**src/rtl/alu_issue_pkg.sv**
```systemverilog
// alu_issue_pkg -- shared definitions for the ALU issue slice.
//   WORD_WIDTH_DEF : default datapath width (must match the sibling alu)
//   NUM_REGS / REG_IDX_W : register count and index width
//   alu_op_e       : ALU opcode encodings (decoded only by the alu)
//   slot_t         : pipeline slot record (valid + destination register)
//   src_hit()      : true when a source index matches a live, non-r0 slot
package alu_issue_pkg;

  localparam int unsigned WORD_WIDTH_DEF = 32;
  localparam int unsigned NUM_REGS       = 8;
  localparam int unsigned REG_IDX_W      = 3;

  typedef enum logic [2:0] {
    ALU_ADD   = 3'd0,
    ALU_SUB   = 3'd1,
    ALU_MUL   = 3'd2,
    ALU_SLT   = 3'd3,
    ALU_AND   = 3'd4,
    ALU_OR    = 3'd5,
    ALU_XOR   = 3'd6,
    ALU_SHIFT = 3'd7
  } alu_op_e;

  typedef logic [REG_IDX_W-1:0] reg_idx_t;

  typedef struct packed {
    logic     valid;
    reg_idx_t rd;
  } slot_t;

  // r0 never produces a hazard or a forward: it always reads zero.
  function automatic logic src_hit(input reg_idx_t rs, input slot_t s);
    return s.valid && (s.rd != '0) && (rs == s.rd);
  endfunction

endpackage

```
**src/rtl/alu_issue_regfile.sv**
```systemverilog
// alu_issue_regfile -- 8-entry register file, r0 hardwired to zero.
//   clk, reset            : clock, synchronous active-high reset (clears all)
//   raddr1/rdata1         : combinational read port 1
//   raddr2/rdata2         : combinational read port 2
//   dbg_raddr/dbg_rdata   : combinational debug read port
//   we, waddr, wdata      : synchronous write port (writes to r0 dropped)
module alu_issue_regfile
  import alu_issue_pkg::*;
#(
  parameter int unsigned WORD_WIDTH = WORD_WIDTH_DEF
) (
  input  logic                  clk,
  input  logic                  reset,
  input  logic [REG_IDX_W-1:0]  raddr1,
  input  logic [REG_IDX_W-1:0]  raddr2,
  input  logic [REG_IDX_W-1:0]  dbg_raddr,
  output logic [WORD_WIDTH-1:0] rdata1,
  output logic [WORD_WIDTH-1:0] rdata2,
  output logic [WORD_WIDTH-1:0] dbg_rdata,
  input  logic                  we,
  input  logic [REG_IDX_W-1:0]  waddr,
  input  logic [WORD_WIDTH-1:0] wdata
);

  logic [WORD_WIDTH-1:0] regs [NUM_REGS];

  always_ff @(posedge clk) begin
    if (reset) begin
      for (int unsigned i = 0; i < NUM_REGS; i++) regs[i] <= '0;
    end else if (we && (waddr != '0)) begin
      regs[waddr] <= wdata;
    end
  end

  always_comb begin
    rdata1    = (raddr1    == '0) ? '0 : regs[raddr1];
    rdata2    = (raddr2    == '0) ? '0 : regs[raddr2];
    dbg_rdata = (dbg_raddr == '0) ? '0 : regs[dbg_raddr];
  end

endmodule

```
**src/rtl/alu_issue.sv**
```systemverilog
// alu_issue -- in-order issue stage driving a sibling alu.
//   clk, reset                      : clock, synchronous active-high reset
//   instr_valid/instr_ready         : instruction handshake
//   instr_op, instr_rd/rs1/rs2      : opcode and register indices
//   instr_imm_en, instr_imm         : immediate replaces rs2 operand when set
//   alu_op, alu_in1, alu_in2        : registered operands to the alu
//   alu_out                         : alu result, one cycle after alu_* inputs
//   wb_valid, wb_rd, wb_data        : writeback strobe for the current cycle
//   dbg_rs, dbg_data                : raw register-file read (no forwarding)
// Slot S1 holds the instruction whose operands are on alu_*; slot S2 holds
// the one whose result is on alu_out and is written back this cycle.
module alu_issue
  import alu_issue_pkg::*;
#(
  parameter int unsigned WORD_WIDTH = WORD_WIDTH_DEF
) (
  input  logic                  clk,
  input  logic                  reset,
  input  logic                  instr_valid,
  output logic                  instr_ready,
  input  logic [2:0]            instr_op,
  input  logic [REG_IDX_W-1:0]  instr_rd,
  input  logic [REG_IDX_W-1:0]  instr_rs1,
  input  logic [REG_IDX_W-1:0]  instr_rs2,
  input  logic                  instr_imm_en,
  input  logic [WORD_WIDTH-1:0] instr_imm,
  output logic [2:0]            alu_op,
  output logic [WORD_WIDTH-1:0] alu_in1,
  output logic [WORD_WIDTH-1:0] alu_in2,
  input  logic [WORD_WIDTH-1:0] alu_out,
  output logic                  wb_valid,
  output logic [REG_IDX_W-1:0]  wb_rd,
  output logic [WORD_WIDTH-1:0] wb_data,
  input  logic [REG_IDX_W-1:0]  dbg_rs,
  output logic [WORD_WIDTH-1:0] dbg_data
);

  slot_t                 s1, s2;
  logic [WORD_WIDTH-1:0] rf_rs1, rf_rs2;
  logic [WORD_WIDTH-1:0] op1, op2;
  logic                  hazard, accept;

  alu_issue_regfile #(.WORD_WIDTH(WORD_WIDTH)) regfile (
    .clk       (clk),
    .reset     (reset),
    .raddr1    (instr_rs1),
    .raddr2    (instr_rs2),
    .dbg_raddr (dbg_rs),
    .rdata1    (rf_rs1),
    .rdata2    (rf_rs2),
    .dbg_rdata (dbg_data),
    .we        (wb_valid),
    .waddr     (wb_rd),
    .wdata     (wb_data)
  );

  // S1's result is not yet available anywhere, so a dependent instruction
  // waits one cycle; by then the producer sits in S2 and is forwarded.
  always_comb begin
    hazard = instr_valid &&
             (src_hit(instr_rs1, s1) || (!instr_imm_en && src_hit(instr_rs2, s1)));
    instr_ready = !reset && !hazard;
    accept      = instr_valid && instr_ready;

    op1 = src_hit(instr_rs1, s2) ? alu_out : rf_rs1;
    if (instr_imm_en)                op2 = instr_imm;
    else if (src_hit(instr_rs2, s2)) op2 = alu_out;
    else                             op2 = rf_rs2;
  end

  // Gated by reset so an in-flight result is never committed while reset is high.
  always_comb begin
    wb_valid = s2.valid && !reset;
    wb_rd    = s2.rd;
    wb_data  = alu_out;
  end

  always_ff @(posedge clk) begin
    if (reset) begin
      s1      <= '0;
      s2      <= '0;
      alu_op  <= ALU_ADD;
      alu_in1 <= '0;
      alu_in2 <= '0;
    end else begin
      s2 <= s1;
      if (accept) begin
        s1.valid <= 1'b1;
        s1.rd    <= instr_rd;
        alu_op   <= instr_op;
        alu_in1  <= op1;
        alu_in2  <= op2;
      end else begin
        s1.valid <= 1'b0;
      end
    end
  end

endmodule
```
**config.mk**
```make
export PLATFORM = sky130hd
export DESIGN_NAME = alu_issue
export DESIGN_NICKNAME = d
export VERILOG_FILES = /design/src/rtl/alu_issue_pkg.sv /design/src/rtl/alu_issue_regfile.sv /design/src/rtl/alu_issue.sv
export SDC_FILE = /design/constraint.sdc
export NUM_CORES = 1
export LEC_CHECK = 0
export CELL_PAD_IN_SITES_DETAIL_PLACEMENT = 0
export CELL_PAD_IN_SITES_GLOBAL_PLACEMENT = 1
export CORE_MARGIN = 1
export CORE_UTILIZATION = 45
export DETAILED_ROUTE_END_ITERATION = 10
export PLACE_DENSITY = 0.77
export SYNTH_ARGS = -nofsm -noshare
export SYNTH_HDL_FRONTEND = slang
export SYNTH_SLANG_ARGS = --single-unit
```
**constraint.sdc**
```tcl
create_clock -name clk -period 2.5 [get_ports clk]
set_input_delay 0.5 -clock clk [delete_from_list [all_inputs] [get_ports clk]]
set_output_delay 0.5 -clock clk [all_outputs]
set_load 0.03 [all_outputs]
```
Yosys cells after proc, flatten, opt, wreduce, memory -nomap -nowiden
Memories as Yosys holds them, arrays and structs flattened.
Index checks and enable logic that the tools add are counted.

storage, ports and cells
  bits in registers = 75
  RAM bits = 256
  input port bits = 83
  word-level logic and storage cells = 49
  memories kept = 1

memory list
  name          words  bits a word  read ports  clocked after memory_dff  wr ports  RTL line                 text
  regfile.regs  8      32           3           0                         8         alu_issue_regfile.sv:25  logic [WORD_WIDTH-1:0] regs [NUM_REGS];

operators by class
  eq/ne operators = 4
  mux-type cells = 15
  reductions and logical operators = 22

operator list
  operator           number
  $mux 32            7
  $reduce_or 32->1   1
  $eq 3x3->1         4
  $logic_and 1x1->1  12
  $logic_not 3->1    3
  $mux 1             7
  $reduce_bool 3->1  2
  $logic_not 1->1    3
  $mux 3             1
  $logic_or 1x1->1   1

Depth between registers and ports, before layout
Gate-level depths: netlist of run 1.

  word-level depth = 10
  mapped depth = 10

Cells and area by module
A second synthesis of run 1 with hierarchy kept.

unflattened totals
  cell total of the unflattened synthesis = 1,419
  area, all modules = 17,690.7 sq um

modules (own cells, without submodules)
  module             instances  cells each  area each (sq um)
  alu_issue_regfile  1          1,081       13,842.0
  alu_issue          1          338         3,848.7

Worst setup path before layout of run 1
Ideal clock, no wire load.

  path kind = input to output
  from = in dbg_rs[1]
  to = out dbg_data[1]
  arrival = 2,272 ps
  data required time = 2,000 ps
  setup slack = -272 ps
  cell stages on the path = 6
  buffers on the path = 2
  cells stage by stage = clkbuf_1 -> buf_1 -> mux2i_1 -> nand2_1 -> o21ai_0 -> a221oi_1

between the ends
  cells in the longest elaborated chain, start to end = 2
  elaborated cells on any way between the ends = 3
  those cells by class = mux (1); reduce/logical (1); memory (1)

ends and longest elaborated chain
  what                                             RTL line                 text
  from (decl)                                      alu_issue.sv:34          input logic [REG_IDX_W-1:0] dbg_rs,
  $mem_v2 8x32 or $logic_not 3->1 (tied branches)  -
  $mux 32 (*)                                      alu_issue_regfile.sv:38  dbg_rdata = (dbg_raddr == '0) ? '0 : regs[dbg_raddr];
  to (decl)                                        alu_issue.sv:35          output logic [WORD_WIDTH-1:0] dbg_data

Every way passes the cells marked *; elsewhere a longest branch is shown, timed or not.

Worst setup path after layout of run 1
  from = in dbg_rs[1]
  to = out dbg_data[16]

Same word-level chain as after synthesis.

==> results of run 1 <==
-- per-layer routing --
layer / vias to the layer above / share of wire [%]
met4: 0 / 3.9
li1: 6244 / -
met2: 805 / 46
met3: 152 / 9.2
met5: - / 0
met1: 7175 / 40
-- final timing paths --
| kind | startpoint | end | slack, ns |
|---|---|---|---|
| hold reg to reg | alu_op[1] | alu_op[1] | 0.45 |
| hold / removal | reset | alu_in2[0] | 0.44 |
| setup / recovery | dbg_rs[1] | dbg_data[16] | 0.02 |
| setup reg to reg | wb_rd[0] | alu_in1[14] | 0.23 |
-- cells in the mapped netlist (all sizes together) (26+ instances only) --
master,count,area [um2]
edfxtp,230,6910
and2,227,1420
nor2,126,480
a221oi,91,797
buf,91,562
clkbuf,91,342
mux2,88,991
mux4,87,1960
nor3,84,420
dfxtp,75,1500
nand2,65,244
a211oi,49,373
a21oi,41,216
nor2b,38,238
o21ai,32,160
mux2i,26,260
-- power breakdown --
group	leakage, nW	total [mW]	internal, mW	switching, mW
sequential	3.01	5.82	5.66	0.161
clock	0.559	5.22	3.12	2.10
combinational	4.85	2.56	1.16	1.40
-- cells by family after synthesis --
kind of cell / after synthesis / synth area share, %
and+or+nand+nor: 576 / 17.2
DFF: 305 / 47.4
AOI/OAI and AO/OA: 267 / 11.3
muxes: 201 / 18.1
buffers and inverters: 199 / 5.45
xor gates and xnor gates: 10 / 0.494
other: 1 / 0.0211
-- critical path, stage by stage --
cell and delay [ns]:
buf_4 0.21, buf_16 0.21, mux2_2 0.36, a221oi_1 0.34, nor2_1 0.17, buf_12 0.17
-- what timing repair did --
item,in CTS,in global routing
endpoints found under the setup margin,0,4
hold endpoints to repair,0,0
resized for setup,0,4
-- metrics by stage --
stage | cell area, um2 | instances | utilization [%] | setup WS, ns
5_1_grt | 22600 | 2315 | 58.3 | 0.0195
6_report | 22600 | 2315 | 58.3 | 0.0239
3_5_place_dp | 21400 | 2251 | 55.3 | 0.0283
4_1_cts | 22600 | 2314 | 58.2 | 0.0211
3_3_place_gp | 21400 | 2251 | 55.3 | 0.0379
2_1_floorplan | 17800 | 1564 | - | 0.0408
-- sequential cells by signal (all words and copies together) (netlist names) --
signal / cells
wb_rd: 3
alu_op: 3
alu_in2: 32
s1: 4
s2: 1
alu_in1: 32
regfile.regs: 230
-- final cells by class --
type | count | area, um2
timing repair buffer | 352 | 3860
sequential | 305 | 8410
clock inverter | 15 | 183
inverter | 17 | 63.8
fill | 3234 | 16100
clock buffer | 48 | 966
multi-input combinational | 1060 | 8470
tap | 518 | 648
==> flow_metrics.py, run 1 <==
metrics = {
    "timing": {
        "rsz0062_at_grt": "false",
        "tightest_slew_ns": 0.848,
        "finalCritPeriodShare_pct": 99.0,
        "max_slew_margin_pct": 43.3,
        "finalClockSkew_ns": 0.0268,
        "hold_viol_final": 0,
        "fin_crit_ns": 2.48,
        "final_max_slew_viol_count": 0,
        "tns_ns": 0,
        "fmax_ghz": 0.404,
        "whs_ns": 0.443,
        "setup_viol": 0,
    },
    "detailed_routing": {
        "antenna_left": 0,
        "detail_route.wirelength_um": 61700,
        "drcViolationCount": 0,
        "dr.pass1.iters": 7,
        "wl_per_cell_um": 26.6,
        "avgViaCountPerCell": 6.21,
        "num_vias": 14400,
        "drt_iter0_drc": 1400,
    },
    "global_route": {
        "grt_util_all_layers_pct": 30.4,
        "grt_pass1_wl_um": 91700,
        "grt_pass1_vias": 14400,
        "grt-ovfl-total": 0,
        "grt_start_max_net_pins": 41,
        "busiest_layer": "met2",
        "use_met1_pct": 39.9,
        "grt_use_met2_pct": 48.9,
        "met3_usage_pct": 6.10,
        "antenna_found_initial": 0,
    },
    "yosys": {
        "synthFlopType": "edfxtp_1",
        "avgSynthCellArea_um2": 11.4,
        "async_flop_share_pct": 0,
        "ys_types": 51,
        "yosys_warnings": 0,
        "syn-cell-area_mm2": 0.0177,
        "syn_inst": 1559,
        "ys_seq_area_share_pct": 47.4,
        "synth-seq-cells": 305,
        "synth-edff-count": 230,
    },
    "worst_setup_path": {
        "cp-end-kind": "output port",
        "worstPathArrival_ns": 1.98,
        "crit_fanout": 16,
        "worstPathRequired_ns": 2.00,
        "ff2ff_path_depth": 7,
        "startpoint_type": "input pin",
        "crit_type": "input pin to output port",
    },
    "hold_path": {
        "hp-class": "input pin to flop",
        "hold_depth": 3,
    },
    "floorplanning": {
        "placeableCoreArea_mm2": 0.0387,
        "fp.dieW_um": 201,
        "dieArea_mm2": 0.0402,
        "io_pins": 219,
        "row_count": 72,
        "start_util_pct": 45.8,
        "die_h_um": 201,
    },
    "finish": {
        "n_antenna_cell": 0,
        "final_common_cell": "edfxtp_1",
        "drive_above_1_share_pct": 25.1,
        "syn_to_final_growth_pct": 27.4,
        "layout_common_cells": "edfxtp_1, and2_1, clkdlybuf4s50_1",
        "finalNetCount": 1854,
    },
    "clocking": {
        "cts_max_level": 2,
        "cts_inserted_buffers": 35,
        "postCtsSetupBuffers": 0,
        "clock_sinks": 305,
        "clockBufferDepth": 3,
        "cts-root-buf": "clkbuf_16",
        "cts.clk_slew.worst_paths_ns": 0.06,
        "cts_tree": "built",
        "postCtsHoldBufs": 0,
        "clock_latency_ns": 0.55,
    },
    "power": {
        "peakVddDrop_uv": 410,
        "cellLeakagePower_nw": 8.41,
        "total_power_mw": 13.6,
        "power_density_mw_per_mm2": 602,
    },
    "place": {
        "hpwlAfterDp_um": 38300,
        "globalplace.congestion": 0.866,
        "port_buffers": 218,
    },
    "flow_run": {
        "maxCapViolations": 0,
    },
    "status": {
        "status": "finished, final reports clean",
    },
}
No activity file was read; power rests on OpenSTA's default activity.
==> inputs of run 2 (changes only) <==
==> constraint.sdc (replaced) <==
create_clock -name clk -period 2.4 [get_ports clk]
set_input_delay 0.48 -clock clk [delete_from_list [all_inputs] [get_ports clk]]
set_output_delay 0.48 -clock clk [all_outputs]
set_load 0.03 [all_outputs]
==> run 2 against run 1 <==
The flow now finishes with violations (negative setup slack). Worst hold slack gained 0.0080 ns. Via count grew 1.4%. Global-route usage shrank 0.24 points. Sequential cell count is the same. Worst setup slack lost 0.035 ns. First-iteration DRC count grew 11%. Sequential power grew 4.1%. Utilization grew 0.85 points. Combinational power grew 6%. Wire length shrank 0.75%. Clock power grew 4%. Final cell count grew 1.5%. Critical endpoint is now dbg_data[10]. Largest cell class unchanged. Highest routed layer unchanged.
==> flow_metrics.py, run 2 (same netlist as run 1, synthesis figures left out) <==
metrics = {
    "status": {
        "status": "complete, but fails checks",
        "violations": "negative setup slack",
    },
    "power": {
        "total_power_mw": 14.2,
        "peakVddDrop_uv": 402,
        "cellLeakagePower_nw": 8.63,
        "power_density_mw_per_mm2": 619,
    },
    "floorplanning": {
        "start_util_pct": 45.8,
        "die_h_um": 201,
        "fp.dieW_um": 201,
        "io_pins": 219,
        "dieArea_mm2": 0.0402,
        "placeableCoreArea_mm2": 0.0387,
        "row_count": 72,
    },
    "clocking": {
        "cts_tree": "built",
        "cts.clk_slew.worst_paths_ns": 0.06,
        "clock_sinks": 305,
        "postCtsHoldBufs": 0,
        "cts_inserted_buffers": 35,
        "clock_latency_ns": 0.53,
        "cts_max_level": 2,
        "cts-root-buf": "clkbuf_16",
        "clockBufferDepth": 3,
    },
    "finish": {
        "n_antenna_cell": 0,
        "fillers": 3189,
        "drive_above_1_share_pct": 28.2,
        "syn_to_final_growth_pct": 29.2,
        "largest_reg_flops": 230,
        "finalNetCount": 1889,
        "layout_common_cells": "edfxtp_1, and2_1, clkdlybuf4s50_1",
        "top_regs": "regfile.regs (230), alu_in1 (32), alu_in2 (32)",
        "stdcell_area_mm2": 0.0229,
        "final_common_cell": "edfxtp_1",
        "max_flop_register": "regfile.regs",
    },
    "global_route": {
        "grt_start_max_net_pins": 91,
        "grt-ovfl-total": 0,
        "grt_pass1_wl_um": 91200,
        "antenna_found_initial": 0,
        "grt_pass1_vias": 14400,
        "grt_util_all_layers_pct": 30.1,
    },
    "timing": {
        "final_max_slew_viol_count": 0,
        "setup_viol": 1,
        "max_slew_margin_pct": 47.1,
        "finalCritPeriodShare_pct": 100,
        "setup_slack_ns": -0.0108,
        "rsz0062_at_grt": "true",
        "tightest_slew_ns": 0.792,
        "fmax_ghz": 0.415,
        "hold_viol_final": 0,
        "finalClockSkew_ns": 0.00994,
        "fin_crit_ns": 2.41,
    },
    "detailed_routing": {
        "dr.pass1.iters": 6,
        "num_vias": 14600,
        "antenna_left": 0,
        "avgViaCountPerCell": 6.20,
        "wl_per_cell_um": 26.1,
        "drcViolationCount": 0,
        "drt_iter0_drc": 1558,
        "detail_route.wirelength_um": 61200,
    },
    "place": {
        "port_buffers": 218,
        "globalplace.congestion": 0.864,
        "hpwlAfterDp_um": 39200,
        "placed_cell_area_mm2": 0.0216,
    },
    "worst_setup_path": {
        "worstPathArrival_ns": 1.93,
        "crit_type": "flop to output port",
        "cp-end-kind": "output port",
        "crit_fanout": 3,
        "rr_startpoint": "wb_rd[0]",
        "worstPathRequired_ns": 1.92,
        "startpoint": "regfile.regs[6][10]",
        "startpoint_type": "flop",
    },
    "hold_path": {
        "hp-class": "flop to flop",
        "min-delay-start": "alu_op[1]",
    },
    "flow_run": {
        "maxCapViolations": 0,
    },
}
## run 2: changes by cell type in the layout (fill, tap and decap cells not counted), sizes merged
cell | previous run | this run
clkbuf | 49 | 48
buf | 184 | 226
clkinv | 11 | 12
inv | 17 | 16
bufinv | 4 | 3
clkdlybuf4s50 | 167 | 161
clkinvlp | 0 | 1
## run 2: power breakdown
group          switching, mW  internal (mW)  leakage, nW
clock network           2.17           3.23        0.568
logic                   1.47           1.25         5.06
registers              0.168           5.89         3.01
## run 2: what timing repair did
item	CTS	global route
gates resized for setup	9	9
hold endpoints to repair	0	0
pin swaps	0	5
setup endpoints to repair	19	16
buffers inserted	1	12
## run 2: area by class of cell
class | instances | area (um2) | area share [%]
sequential | 305 | 8410 | 36.7
multi-input combinational | 1060 | 8540 | 37.2
clock buffer | 48 | 997 | 4.35
clock inverter | 15 | 150 | 0.655
tap | 518 | 648 | 2.83
inverter | 17 | 63.8 | 0.278
timing repair buffer | 387 | 4120 | 18.0
## run 2: metrics by stage
step           utilization [%]  hold slack [ns]  TNS (ns)  setup WS [ns]  std cells
5_1_grt                   59.2            0.465   -0.0672        -0.0440       2350
4_1_cts                   58.9            0.453         0       0.000965       2341
3_3_place_gp              55.9            0.442     -2.59         -0.161       2277
6_report                  59.2            0.451   -0.0108        -0.0108       2350
2_1_floorplan                -            0.439   -0.0650        -0.0192       1564
3_5_place_dp              55.9            0.445     -3.29         -0.197       2277
## run 2: metal layers
metal | share of wire (%) | GRT usage (%)
met5 | 0 | 0
met2 | 47 | 48.5
met4 | 3.0 | 10.3
met3 | 9.4 | 5.49
met1 | 41 | 41.0
## run 2: worst max-delay path: stages (launching register included)
cell and delay (ns):
edfxtp_1 0.44, mux4_2 0.49, nor2_1 0.10, nor2_1 0.09, buf_4 0.16, buf_12 0.13
## run 2: worst paths after layout
kind	endpoint	slack, ns	depth (start not counted)
min reg2reg	alu_op[1]	0.45	2
min	alu_op[1]	0.45	2
max	dbg_data[10]	-0.01	5
max reg2reg	alu_in1[31]	0.13	8
==> RTL change 1 (flow settings as in run 1) <==
Register the output `dbg_data`, with the module's reset; this adds one clock of latency there. The other outputs are not delayed to match.
--- a/src/rtl/alu_issue.sv
+++ b/src/rtl/alu_issue.sv
@@ -35,6 +35,8 @@
   output logic [WORD_WIDTH-1:0] dbg_data
 );
 
+  logic [WORD_WIDTH-1:0] dbg_data_d;
+
   slot_t                 s1, s2;
   logic [WORD_WIDTH-1:0] rf_rs1, rf_rs2;
   logic [WORD_WIDTH-1:0] op1, op2;
@@ -48,7 +50,7 @@
     .dbg_raddr (dbg_rs),
     .rdata1    (rf_rs1),
     .rdata2    (rf_rs2),
-    .dbg_rdata (dbg_data),
+    .dbg_rdata (dbg_data_d),
     .we        (wb_valid),
     .waddr     (wb_rd),
     .wdata     (wb_data)
@@ -96,4 +98,12 @@
     end
   end
 
+  always_ff @(posedge clk) begin
+    if (reset) begin
+      dbg_data <= '0;
+    end else begin
+      dbg_data <= dbg_data_d;
+    end
+  end
+
 endmodule
Formal check against the unedited RTL: not equivalent (Yosys sat finds a counterexample within 4 cycles, from zero or initial values and one cycle with reset high).
==> RTL change 1 against run 1 <==
Wire length increased by 15%; critical path depth decreased by 1; cell area increased by 9.4%; first-iteration DRC count increased by 21%; setup slack improved by 150 ps; non-clock buffer count increased by 24; global-route usage increased by 2.0 points; synthesized area increased by 9.6%; power increased by 15%; sequential cell count increased by 58; core utilization increased by 0.064 points.
==> RTL change 1: results (changes against run 1) <==
Outcome
  • Outcome: complete, no violations (unchanged)

Cells and area
  • Final net count: 1934 (was 1854)
  • Area occupied by registers: 9830 um^2 (was 8410 um^2)
  • Antenna diode count: 1 (was 0)
  • Flip-flop count of the largest register, all copies and words added: 256 (was 230)
  • Multi-input combinational cell area: 8940 um^2 (was 8470 um^2)
  • Layout cells sized above 1: 0.233 (was 0.251)
  • Non-clock buffer total of the final layout: 376 (was 352)
  • Area share of buffers outside the clock network: 0.154 (was 0.171)
  • Number of filler instances in the final layout: 3465 (was 3234)
  • Clock-cell share of area: 0.0543 (was 0.0508)
  • Layout Area Growth over Synthesis: 27.1% (was 27.4%)

Synth
  • EDFF count, synth: 256 (was 230)
  • Cells after synthesis: 1581 (was 1559)
  • Cell types with the highest counts after synthesis: sky130_fd_sc_hd__edfxtp_1 (256), sky130_fd_sc_hd__and2_1 (225), sky130_fd_sc_hd__mux2i_1 (171), sky130_fd_sc_hd__dfxtp_1 (107), sky130_fd_sc_hd__clkbuf_1 (97) (was sky130_fd_sc_hd__edfxtp_1 (230), sky130_fd_sc_hd__and2_1 (227), sky130_fd_sc_hd__nor2_1 (125), sky130_fd_sc_hd__a221oi_1 (91), sky130_fd_sc_hd__clkbuf_1 (91))
  • Area contributors post-synth: sky130_fd_sc_hd__edfxtp_1 (40%), sky130_fd_sc_hd__dfxtp_1 (11%), sky130_fd_sc_hd__mux2i_1 (8.8%), sky130_fd_sc_hd__mux4_2 (7.9%), sky130_fd_sc_hd__and2_1 (7.2%) (was sky130_fd_sc_hd__edfxtp_1 (39%), sky130_fd_sc_hd__mux4_2 (11%), sky130_fd_sc_hd__dfxtp_1 (8.5%), sky130_fd_sc_hd__and2_1 (8.0%), sky130_fd_sc_hd__mux2_2 (5.6%))

CTS
  • Clock sink count: 363 (was 305)
  • Clock insertion delay at the later pin of the skew report: 570 ps (was 550 ps)
  • Number of buffers created by CTS: 41 (was 35)

Routing
  • First-pass iteration count of the detailed router: 5 (was 7)
  • Vias per Instance: 6.23 (was 6.21)
  • Average wire per cell in the routed design: 28.8 um (was 26.6 um)
  • DRC violation total after the first TritonRoute iteration: 1700 (was 1400)
  • Wire length reported by the detailed router: 70900 um (was 61700 um)

Global route
  • GR Util All Layers: 0.324 (was 0.304)
  • Antenna violations before repair: 2 (was 0)
  • Largest net degree at the start of global routing: 55 (was 41)

Pwr
  • Maximum vdd ir drop: 0.445 mV (was 0.410 mV)

Place
  • # placed instances: 2385 (was 2251)
  • Gp weighted congestion: 0.898 (was 0.866)
  • HPWL after DPL: 44900 um (was 38300 um)

STA
  • Max-slew headroom: 0.472 (was 0.433)
  • Largest clock skew in the final design: 11.8 ps (was 26.8 ps)
[RTL change 1: critical path, cell delays in order (launching register included)]
cell                      delay [ps]
sky130_fd_sc_hd__dfxtp_2         360
sky130_fd_sc_hd__xor2_2          190
sky130_fd_sc_hd__nor4_2          310
sky130_fd_sc_hd__o21a_1          170
sky130_fd_sc_hd__a21oi_1          60
sky130_fd_sc_hd__buf_2           180
[RTL change 1: where the power goes]
group	internal, mW	switching [mW]	total [mW]
registers	6.72	0.189	6.91
clock network	3.57	2.54	6.10
logic	1.10	1.48	2.58
[RTL change 1: worst paths after layout]
kind         slack, ps  startpoint  cells after the start          end
max                170       s1[0]                      5  instr_ready
min                270       reset                      2    alu_op[2]
max reg2reg        240    wb_rd[1]                      7  alu_in1[17]
min reg2reg        470  alu_in1[4]                      2   alu_in1[4]
[RTL change 1: logic make-up after synthesis]
family | after synthesis | synth area share
and+or+nand+nor | 413 | 0.116
DFF | 363 | 0.505
muxes | 317 | 0.212
AOI/OAI and AO/OA | 280 | 0.113
buffers and inverters | 197 | 0.0486
xor gates and xnor gates | 10 | 0.00450
other | 1 | 0.000193
[RTL change 1: metrics by stage]
step	power, mW	TNS, ps	utilization	setup WS (ps)
4_1_cts	15.6	0	0.584	17.2
5_1_grt	16.0	0	0.584	104
3_3_place_gp	9.53	-536	0.552	-165
2_1_floorplan	8.35	-7940	-	-88.8
6_report	15.6	0	0.584	173
3_5_place_dp	9.56	-659	0.552	-130
[RTL change 1: repair_timing]
action	in CTS	in global routing
gates resized for setup	5	4
setup endpoints to repair	1	1
pin swaps	0	1
hold buffers	0	0
[RTL change 1: metal layers]
layer	vias up	global-route usage	routed length, um
li1	6543	-	-
met3	169	0.0720	7810
met4	2	0.130	2570
met5	-	0	13
met1	7588	0.438	28200
met2	1024	0.505	32400
==> RTL change 2 (settings of run 1) <==
Without the edit above. Change the package constant `NUM_REGS` from 8 to 16.
--- a/src/rtl/alu_issue_pkg.sv
+++ b/src/rtl/alu_issue_pkg.sv
@@ -7,7 +7,7 @@
 package alu_issue_pkg;
 
   localparam int unsigned WORD_WIDTH_DEF = 32;
-  localparam int unsigned NUM_REGS       = 8;
+  localparam int unsigned NUM_REGS       = 16;
   localparam int unsigned REG_IDX_W      = 3;
 
   typedef enum logic [2:0] {
Formal check against the unedited RTL: no difference found for any inputs over 4 cycles, from zero or initial values and one cycle with reset high; that may be too few to reach the edited logic, so the function may still have changed.
==> RTL change 2 against run 1 <==
Global-route usage is 0.33 points higher; fmax rose by 1.7%; critical path type unchanged; setup slack better by 42 ps; cell area is 1.8% higher; non-clock buffer count increased by 27; sequential cell count did not move; synthesized area grew 0.61%; power up 3.4%; critical path depth rose by 2; wire length rose by 1.6%.
==> RTL change 2: results (changes against run 1) <==
Outcome
  • Outcome: complete, no violations (unchanged)

STA
  • Largest clock skew in the final design: 19.0 ps (was 26.8 ps)
  • Worst Hold Margin: 480 ps (was 443 ps)
  • Slew at the pin with the worst max-slew slack: 899 ps (was 848 ps)

Global route
  • GR Util All Layers: 0.307 (was 0.304)
  • Wire length of the first global-routing pass: 93800 um (was 91700 um)
  • Largest net degree at the start of global routing: 65 (was 41)

Synth
  • Average instance area after synthesis: 11.6 um^2 (was 11.4 um^2)
  • Cell types with the highest counts after synthesis: sky130_fd_sc_hd__edfxtp_1 (230), sky130_fd_sc_hd__and2_1 (226), sky130_fd_sc_hd__clkbuf_1 (94), sky130_fd_sc_hd__mux2_2 (90), sky130_fd_sc_hd__nand2_1 (85) (was sky130_fd_sc_hd__edfxtp_1 (230), sky130_fd_sc_hd__and2_1 (227), sky130_fd_sc_hd__nor2_1 (125), sky130_fd_sc_hd__a221oi_1 (91), sky130_fd_sc_hd__clkbuf_1 (91))
  • Number of distinct library cells after synthesis: 49 (was 51)
  • Area contributors post-synth: sky130_fd_sc_hd__edfxtp_1 (39%), sky130_fd_sc_hd__mux4_2 (9.0%), sky130_fd_sc_hd__dfxtp_1 (8.4%), sky130_fd_sc_hd__and2_1 (7.9%), sky130_fd_sc_hd__mux2_2 (5.7%) (was sky130_fd_sc_hd__edfxtp_1 (39%), sky130_fd_sc_hd__mux4_2 (11%), sky130_fd_sc_hd__dfxtp_1 (8.5%), sky130_fd_sc_hd__and2_1 (8.0%), sky130_fd_sc_hd__mux2_2 (5.6%))

CTS
  • Clock insertion delay at the later pin of the skew report: 530 ps (was 550 ps)
  • Clock Path Buffers: 3 (unchanged)

Cells and area
  • Final net count: 1867 (was 1854)
  • Layout cells sized above 1: 0.278 (was 0.251)

Hold path
  • Hold path cells: 2 (was 3)
  • End point of the worst hold path: alu_op[0] (was alu_in2[0])
  • Type of the tightest min-delay check: register to register (was primary input to register)
  • Origin of the worst min-delay path: alu_op[0] (was reset)

Place
  • # placed instances: 2264 (was 2251)
  • HPWL after DPL: 41300 um (was 38300 um)
  • Gp weighted congestion: 0.882 (was 0.866)

Critical path
  • Startpoint of the most critical setup path: dbg_rs[1] (unchanged)
  • End of the worst register-to-register path: alu_in2[11] (was alu_in1[14])
  • Register-to-register setup slack: 360 ps (was 230 ps)
  • Data arrival time of the worst path: 1930 ps (was 1980 ps)
  • Biggest fanout along the worst timing path: 17 (was 16)
  • Delay-heaviest family, CP: buffers and inverters (unchanged)
  • Cell at the slowest stage of the critical path: sky130_fd_sc_hd__a221oi_1 (was sky130_fd_sc_hd__mux2_2)
  • Register-to-Register Path Depth: 6 (was 7)
  • Critical Path Max Stage Delay: 340 ps (was 360 ps)

Routing
  • Vias per Instance: 6.23 (was 6.21)
  • Wire length reported by the detailed router: 62700 um (was 61700 um)
  • DRC violation total after the first TritonRoute iteration: 1466 (was 1400)
  • First-pass iteration count of the detailed router: 5 (was 7)
  • Total via count in the routed design: 14.5k (was 14.4k)

Pwr
  • Maximum vdd ir drop: 0.477 mV (was 0.410 mV)
  • Leakage: 8.59 nW (was 8.41 nW)
## RTL change 2: how the worst max path moves through the flow
stage,end,slack [ps],cells past startpoint
4_1_cts,dbg_data[13],20,6
6_report,dbg_data[16],70,8
3_3_place_gp,alu_in2[1],-240,8
5_1_grt,dbg_data[15],10,4
2_1_floorplan,regfile.regs[7][0],-180,3
3_5_place_dp,alu_in2[1],-300,8
## RTL change 2: routing by layer
layer	up-vias	share of wire	routed length, um	track usage
met5	-	0	0	0
met4	0	0.036	2250	0.112
met3	134	0.075	4690	0.0366
met2	711	0.50	31300	0.528
met1	7333	0.39	24500	0.398
li1	6334	-	-	-
## RTL change 2: cells by family (layout without fill, tap and decap cells)
logic type      count (synthesis)  in the layout  synth area share
compound gates                344            344             0.149
xor+xnor                       11             11           0.00540
buf+inv                       202            469            0.0561
flops                         305            305             0.471
mux                           231            231             0.186
other cells                     1              6          0.000210
simple gates                  446            446             0.133
## RTL change 2: cell type report
type	instances	area share
clock buffer	42	0.0428
clock inverter	24	0.0126
timing repair buffer	379	0.172
inverter	24	0.00391
tap	518	0.0282
sequential	305	0.365
multi-input combinational	1038	0.375
## RTL change 2: worst min-delay path, stage by stage, from the launching register on
cell	delay, ps
sky130_fd_sc_hd__dfxtp_1	300
sky130_fd_sc_hd__o21ai_0	60
sky130_fd_sc_hd__a21oi_1	60
## RTL change 2: report_power, final
| part | internal (mW) | switching [mW] |
|---|---|---|
| combinational | 1.16 | 1.43 |
| clock | 3.46 | 2.20 |
| sequential | 5.66 | 0.168 |
## RTL change 2: metrics by stage
stage	instance area [um^2]	total power [mW]	worst slack (ps)
after floorplan	17900	7.28	-183
after global placement	21700	8.47	-244
after detailed placement	21700	8.49	-295
after CTS	23000	14.1	15.1
after global routing	23000	14.4	10.6
final	23000	14.1	66.3
## RTL change 2: what timing repair did
| item | CTS | global route |
|---|---|---|
| buffers inserted | 0 | 0 |
| endpoints found under the setup margin | 3 | 5 |
| pin swaps | 0 | 1 |
| gates resized for setup | 6 | 7 |
